==> src/rtl/dmem_access_unit_pkg.sv <==
// dmem_access_unit_pkg: shared types and constants for the DMem load/store path.
//   DataPath / DataAddrPath : 32-bit data word and byte address
//   MemSize                 : access size of a core request
//   DAccState               : access-unit FSM states
//   access_misaligned()     : alignment rule for half/word accesses
package dmem_access_unit_pkg;

    localparam int DATA_WIDTH = 32;
    localparam int ADDR_WIDTH = 32;
    localparam int BYTE_WIDTH = 8;
    localparam int HALF_WIDTH = 16;

    typedef logic [DATA_WIDTH-1:0] DataPath;
    typedef logic [ADDR_WIDTH-1:0] DataAddrPath;

    typedef enum logic [1:0] {
        MEM_BYTE = 2'd0,
        MEM_HALF = 2'd1,
        MEM_WORD = 2'd2
    } MemSize;

    typedef enum logic [2:0] {
        IDLE    = 3'd0,
        LD_ADDR = 3'd1,
        LD_DATA = 3'd2,
        ST_WR   = 3'd3,
        RMW_RD  = 3'd4,
        RMW_WR  = 3'd5,
        ERR     = 3'd6
    } DAccState;

    // Halves need addr[0]=0, words need addr[1:0]=0; bytes are always aligned.
    function automatic logic access_misaligned(input MemSize size, input logic [1:0] lane);
        case (size)
            MEM_HALF: return lane[0];
            MEM_WORD: return (lane != 2'b00);
            default:  return 1'b0;
        endcase
    endfunction

endpackage

==> src/rtl/dmem_access_unit_lane_unit.sv <==
// dmem_lane_unit: combinational lane logic shared by loads and sub-word stores.
//   size, is_unsigned, lane : access size, zero-extend flag, byte address bits [1:0]
//   rdata_word              : word read from DMem
//   store_data              : store data (low bits significant)
//   load_result             : selected lane, sign/zero-extended to a word
//   merged_word             : rdata_word with the target lane replaced by store_data
// Little-endian: byte lane = lane[1:0], half lane = lane[1] (lane[0] ignored for halves).
module dmem_lane_unit
    import dmem_access_unit_pkg::*;
(
    input  MemSize      size,
    input  logic        is_unsigned,
    input  logic [1:0]  lane,
    input  DataPath     rdata_word,
    input  DataPath     store_data,
    output DataPath     load_result,
    output DataPath     merged_word
);

    logic [BYTE_WIDTH-1:0] byte_lane;
    logic [HALF_WIDTH-1:0] half_lane;

    always_comb begin
        byte_lane   = '0;
        half_lane   = '0;
        load_result = '0;
        merged_word = rdata_word;

        case (lane)
            2'd0:    byte_lane = rdata_word[7:0];
            2'd1:    byte_lane = rdata_word[15:8];
            2'd2:    byte_lane = rdata_word[23:16];
            default: byte_lane = rdata_word[31:24];
        endcase
        half_lane = lane[1] ? rdata_word[31:16] : rdata_word[15:0];

        case (size)
            MEM_BYTE: begin
                load_result = is_unsigned
                    ? {{(DATA_WIDTH-BYTE_WIDTH){1'b0}}, byte_lane}
                    : {{(DATA_WIDTH-BYTE_WIDTH){byte_lane[BYTE_WIDTH-1]}}, byte_lane};
                case (lane)
                    2'd0:    merged_word[7:0]   = store_data[7:0];
                    2'd1:    merged_word[15:8]  = store_data[7:0];
                    2'd2:    merged_word[23:16] = store_data[7:0];
                    default: merged_word[31:24] = store_data[7:0];
                endcase
            end
            MEM_HALF: begin
                load_result = is_unsigned
                    ? {{(DATA_WIDTH-HALF_WIDTH){1'b0}}, half_lane}
                    : {{(DATA_WIDTH-HALF_WIDTH){half_lane[HALF_WIDTH-1]}}, half_lane};
                if (lane[1]) merged_word[31:16] = store_data[15:0];
                else         merged_word[15:0]  = store_data[15:0];
            end
            default: begin
                load_result = rdata_word;
                merged_word = store_data;
            end
        endcase
    end

endmodule

==> src/rtl/dmem_access_unit.sv <==
// dmem_access_unit: converts byte/half/word loads and stores from the core into
// aligned word accesses on a registered-input DMem (read data one cycle after
// the address; sub-word stores are done as read-modify-write).
//   clk, rst (async, active-low)
//   req/reqStore/reqSize/reqUnsigned/reqAddr/reqData : request, sampled when busy=0
//   busy, done, rdata, misaligned                    : core-side status/result
//   memAddr, memWData, memWe, memRData               : DMem port
// Build option: DMEM_ACCESS_ALIGN_CHECK_EN -- when defined, misaligned half/word
// accesses are rejected through ERR; otherwise low address bits are ignored.
module dmem_access_unit
    import dmem_access_unit_pkg::*;
(
    input  logic        clk,
    input  logic        rst,
    input  logic        req,
    input  logic        reqStore,
    input  MemSize      reqSize,
    input  logic        reqUnsigned,
    input  DataAddrPath reqAddr,
    input  DataPath     reqData,
    output logic        busy,
    output logic        done,
    output DataPath     rdata,
    output logic        misaligned,
    output DataAddrPath memAddr,
    output DataPath     memWData,
    output logic        memWe,
    input  DataPath     memRData
);

    DAccState    state_q, state_d;
    logic        store_q, store_d;
    MemSize      size_q, size_d;
    logic        uns_q, uns_d;
    DataAddrPath addr_q, addr_d;
    DataPath     data_q, data_d;

    DataPath     load_result;
    DataPath     merged_word;

    dmem_lane_unit u_lane (
        .size        (size_q),
        .is_unsigned (uns_q),
        .lane        (addr_q[1:0]),
        .rdata_word  (memRData),
        .store_data  (data_q),
        .load_result (load_result),
        .merged_word (merged_word)
    );

    // State and captured request
    always_ff @(posedge clk or negedge rst) begin
        if (!rst) begin
            state_q <= IDLE;
            store_q <= 1'b0;
            size_q  <= MEM_BYTE;
            uns_q   <= 1'b0;
            addr_q  <= '0;
            data_q  <= '0;
        end else begin
            state_q <= state_d;
            store_q <= store_d;
            size_q  <= size_d;
            uns_q   <= uns_d;
            addr_q  <= addr_d;
            data_q  <= data_d;
        end
    end

    // Next state
    always_comb begin
        state_d = state_q;
        store_d = store_q;
        size_d  = size_q;
        uns_d   = uns_q;
        addr_d  = addr_q;
        data_d  = data_q;

        case (state_q)
            IDLE: begin
                if (req) begin
                    store_d = reqStore;
                    size_d  = reqSize;
                    uns_d   = reqUnsigned;
                    addr_d  = reqAddr;
                    data_d  = reqData;
`ifdef DMEM_ACCESS_ALIGN_CHECK_EN
                    if (access_misaligned(reqSize, reqAddr[1:0])) state_d = ERR;
                    else
`endif
                    if (!reqStore)                                state_d = LD_ADDR;
                    else if (reqSize == MEM_WORD)                 state_d = ST_WR;
                    else                                          state_d = RMW_RD;
                end
            end
            LD_ADDR: state_d = LD_DATA;
            LD_DATA: state_d = IDLE;
            ST_WR:   state_d = IDLE;
            RMW_RD:  state_d = RMW_WR;
            RMW_WR:  state_d = IDLE;
            default: state_d = IDLE;
        endcase
    end

    // Outputs decoded from state; all of them fall to zero on async reset
    always_comb begin
        busy       = (state_q != IDLE);
        done       = 1'b0;
        rdata      = '0;
        misaligned = 1'b0;
        memAddr    = {addr_q[ADDR_WIDTH-1:2], 2'b00};
        memWData   = '0;
        memWe      = 1'b0;

        case (state_q)
            LD_DATA: begin
                done  = 1'b1;
                rdata = load_result;
            end
            ST_WR: begin
                done     = 1'b1;
                memWData = data_q;
                memWe    = 1'b1;
            end
            RMW_WR: begin
                done     = 1'b1;
                memWData = merged_word;
                memWe    = 1'b1;
            end
`ifdef DMEM_ACCESS_ALIGN_CHECK_EN
            ERR: begin
                done       = 1'b1;
                misaligned = 1'b1;
            end
`endif
            default: ;
        endcase
    end

endmodule

==> config.mk <==
export PLATFORM = sky130hd
export DESIGN_NAME = dmem_access_unit
export DESIGN_NICKNAME = d
export VERILOG_FILES = /design/src/rtl/dmem_access_unit_pkg.sv /design/src/rtl/dmem_access_unit_lane_unit.sv /design/src/rtl/dmem_access_unit.sv
export SDC_FILE = /design/constraint.sdc
export NUM_CORES = 1
export LEC_CHECK = 0
export CAP_MARGIN = 25
export CORE_UTILIZATION = 47
export DETAILED_ROUTE_END_ITERATION = 8
export GPL_TIMING_DRIVEN = 0
export PLACE_DENSITY = 0.87
export SETUP_SLACK_MARGIN = 0.05
export SYNTH_ARGS = -nofsm -noshare
export SYNTH_HDL_FRONTEND = slang
export SYNTH_SLANG_ARGS = --single-unit
==> constraint.sdc <==
create_clock -name clk -period 3.55 [get_ports clk]
set_input_delay 0.5325 -clock clk [delete_from_list [all_inputs] [get_ports clk]]
set_output_delay 0.5325 -clock clk [all_outputs]
set_load 0.005 [all_outputs]
==> impl_metrics.py <==
metrics = {
    "outcome": {
        "outcome": "completed",
    },
    "run": {
        "max_cap_viol_count": 0,
    },
    "route": {
        "vias": 4675,
        "drtIter0Drc": 270,
        "dr.pass1.iters": 5,
        "viasPerCell": 5.513,
        "drc_errors": 0,
        "wl_per_cell_um": 18.85,
        "ant_nets": 0,
        "finalWirelength_um": 15990,
    },
    "placed_design": {
        "gp_congestion": 0.9319,
        "portBuffers": 199,
        "pre_cts_slack_ns": 0.3340,
        "place_hpwl_um": 12310,
        "dp_cells": 832,
    },
    "logic_synthesis": {
        "yosysSeqAreaShare_pct": 36.59,
        "syn_area_um2": 4787,
        "synthArstFlopShare_pct": 100.0,
        "synth_ff_type": "dfrtp_1",
        "syn_avg_cell_area_um2": 9.613,
        "yosys_warnings": 0,
        "synth_enable_flop_cells": 0,
        "syn_inst": 498,
        "yosysUniqueCellTypes": 45,
        "synth_seq_cells": 70,
    },
    "clock_network": {
        "cts.clk_slew.worst_paths_ns": 0.07,
        "post_cts_buffers": 0,
        "cts_buffers": 9,
        "root_buffer": "clkbuf_8",
        "worstSkewPairLatency_ns": 0.34,
        "cts_resized": 0,
        "cts_tree": "yes",
        "clock_path_buffers": 2,
        "hold_buffers": 0,
        "cts.htree.levels": 3,
        "clkSinkCount": 70,
    },
    "global_routing": {
        "grt-ovfl-total": 0,
        "grt_max_degree": 71,
        "grt_pass1_vias": 4608,
        "grt_pass1_wl_um": 23980,
        "grtUsageTotal_pct": 30.45,
        "antenna_found_initial": 0,
    },
    "worst_setup_path": {
        "r2r_start": "state_q[0]",
        "end_kind": "output port",
        "worstRegToRegCells": 5,
        "cp.arrival_ns": 2.72,
        "worstSetupPathType": "input pin to output port",
        "r2r_end": "data_q[28]",
        "cp.required_ns": 3.02,
        "r2r_slack_ns": 1.76,
        "cp-start-kind": "input pin",
        "cp_max_fo": 10,
    },
    "sta": {
        "hold_violations": 0,
        "finalSetupViolations": 0,
        "fin_skew_ns": 0.006926,
        "fin_crit_sh_pct": 91.57,
        "fin_crit_ns": 3.251,
        "finalSetupTns_ns": 0,
        "timing.final.ws_setup_ns": 0.2992,
        "slew_viol_final": 0,
        "slew_headroom_pct": 41.43,
        "tightest_slew_ns": 0.8785,
        "rsz0062_at_grt": "false",
        "fmax_mhz": 307.6,
    },
    "floorplan": {
        "rows": 36,
        "dieArea_um2": 10590,
        "die_y_um": 102.9,
        "coreArea_um2": 9819,
        "initial_core_util_pct": 48.75,
        "fp.dieW_um": 102.9,
        "io_pins": 203,
    },
    "power": {
        "total_leakage_power_uw": 0.003006,
        "ir_worst_vdd_v": 0.0006838,
        "p_per_area_nw_per_um2": 811.4,
    },
    "finish": {
        "final_cells": 848,
        "nets": 813,
        "num_antenna_cells": 0,
        "drive_above_1_share_pct": 21.12,
        "area_delta_synth_final_pct": 48.72,
    },
    "worst_hold_path": {
        "hp-class": "input pin to asynchronous set/reset pin",
    },
}
## synthesized netlist by cell type, types with 10 or more instances
cell,count,area (um2)
nand3_1,11,55.05
buf_4,37,277.8
nand2_1,73,274.0
a21oi_1,25,125.1
nor2b_1,18,112.6
nand2b_1,14,87.58
buf_6,10,112.6
dfrtp_1,70,1752
mux2_2,60,675.7
mux2i_1,26,260.3
o22ai_1,22,137.6
nor2_1,16,60.06
o221ai_1,15,131.4
buf_2,13,65.06
o21ai_0,14,70.07
## cell type report
class / instances / area (um2)
clock buffers: 13 / 148.9
clock inverters: 3 / 20.02
well taps: 133 / 166.4
repair buffers: 199 / 1989
fillers: 752 / 2700
flip-flops and latches: 70 / 1752
multi-input cells: 356 / 2535
plain buffers: 69 / 489.2
inverters: 5 / 18.77
## layout by cell type, fill, tap and decap left out, types with 2 or more instances in the layout
master	netlist	routed
dfrtp_1	70	70
nand3_1	11	11
o21ai_0	14	14
mux2i_1	26	26
o221ai_1	15	15
o221a_2	7	7
nand4_1	8	8
o211a_1	7	7
buf_4	37	38
nor2b_1	18	18
buf_6	10	10
buf_2	13	13
o22ai_1	22	22
clkdlybuf4s50_1	0	198
mux2_1	4	4
nand2_1	73	73
clkbuf_1	8	11
mux2_2	60	60
nor2_1	16	16
clkbuf_8	0	10
a31oi_1	2	2
nor3_1	4	4
conb_1	1	3
clkinvlp_4	0	2
or2_2	3	3
a22o_1	7	7
nand2b_1	14	14
inv_1	4	4
a21oi_1	25	25
## power by group
part | total (uW) | leakage (uW) | switching (uW) | internal (uW)
combinational | 3620 | 0.00210 | 1560 | 2050
clock | 573 | 0.0000796 | 301 | 273
sequential | 1590 | 0.000826 | 374 | 1210
total | 5780 | 0.00301 | 2240 | 3540
## sequential cells by signal, summed over array words and instances (netlist names)
| signal | cells |
|---|---|
| addr_q | 32 |
| data_q | 32 |
| state_q | 3 |
| size_q | 2 |
| uns_q | 1 |
## metrics by stage
| stage | hold WS (ns) | util, % | power (uW) | area [um2] |
|---|---|---|---|---|
| after floorplan | 0.2369 | - | 3702 | 4795 |
| after global placement | 0.4685 | 70.81 | 5075 | 6953 |
| after detailed placement | 0.4800 | 70.78 | 5175 | 6950 |
| after CTS | 0.3364 | 72.50 | 5767 | 7119 |
| after global routing | 0.3873 | 72.50 | 6133 | 7119 |
| final | 0.3005 | 72.50 | 5777 | 7119 |
## worst max-delay path, cell delays in order
cell and delay [ns]:
clkdlybuf4s50_1 0.57, mux2i_1 0.22, and3b_1 0.24, o31ai_4 0.45, buf_6 0.19, nand2_1 0.06
clkdlybuf4s50_1 0.45
## cells by family after synthesis
kind of cell | after synthesis | share of synthesized area, %
AO/OA/AOI/OAI | 108 | 16.18
other | 1 | 0.07834
flip-flops | 70 | 36.59
AND/OR/NAND/NOR | 155 | 16.05
multiplexers | 90 | 20.49
buffers and inverters | 74 | 10.61
## worst max path at each step
stage / start / endpoint / slack (ns)
floorplan: state_q[0] / rdata[20] / 1.53
global placement: rst / data_q[13] / -0.33
detailed placement: memRData[23] / rdata[27] / 0.33
CTS: memRData[23] / rdata[27] / 0.33
global route: memRData[23] / rdata[24] / 0.20
finish: memRData[23] / rdata[27] / 0.30
## per-layer routing
layer  vias to the layer above  GRT usage, %  wire, um
met5                         -             0         0
met2                       252         49.95      7454
met4                         0         11.16       382
met3                        30         9.085      1738
met1                      2202         38.06      6412
li1                       2191             -         -
No activity file was read; power rests on OpenSTA's default activity.
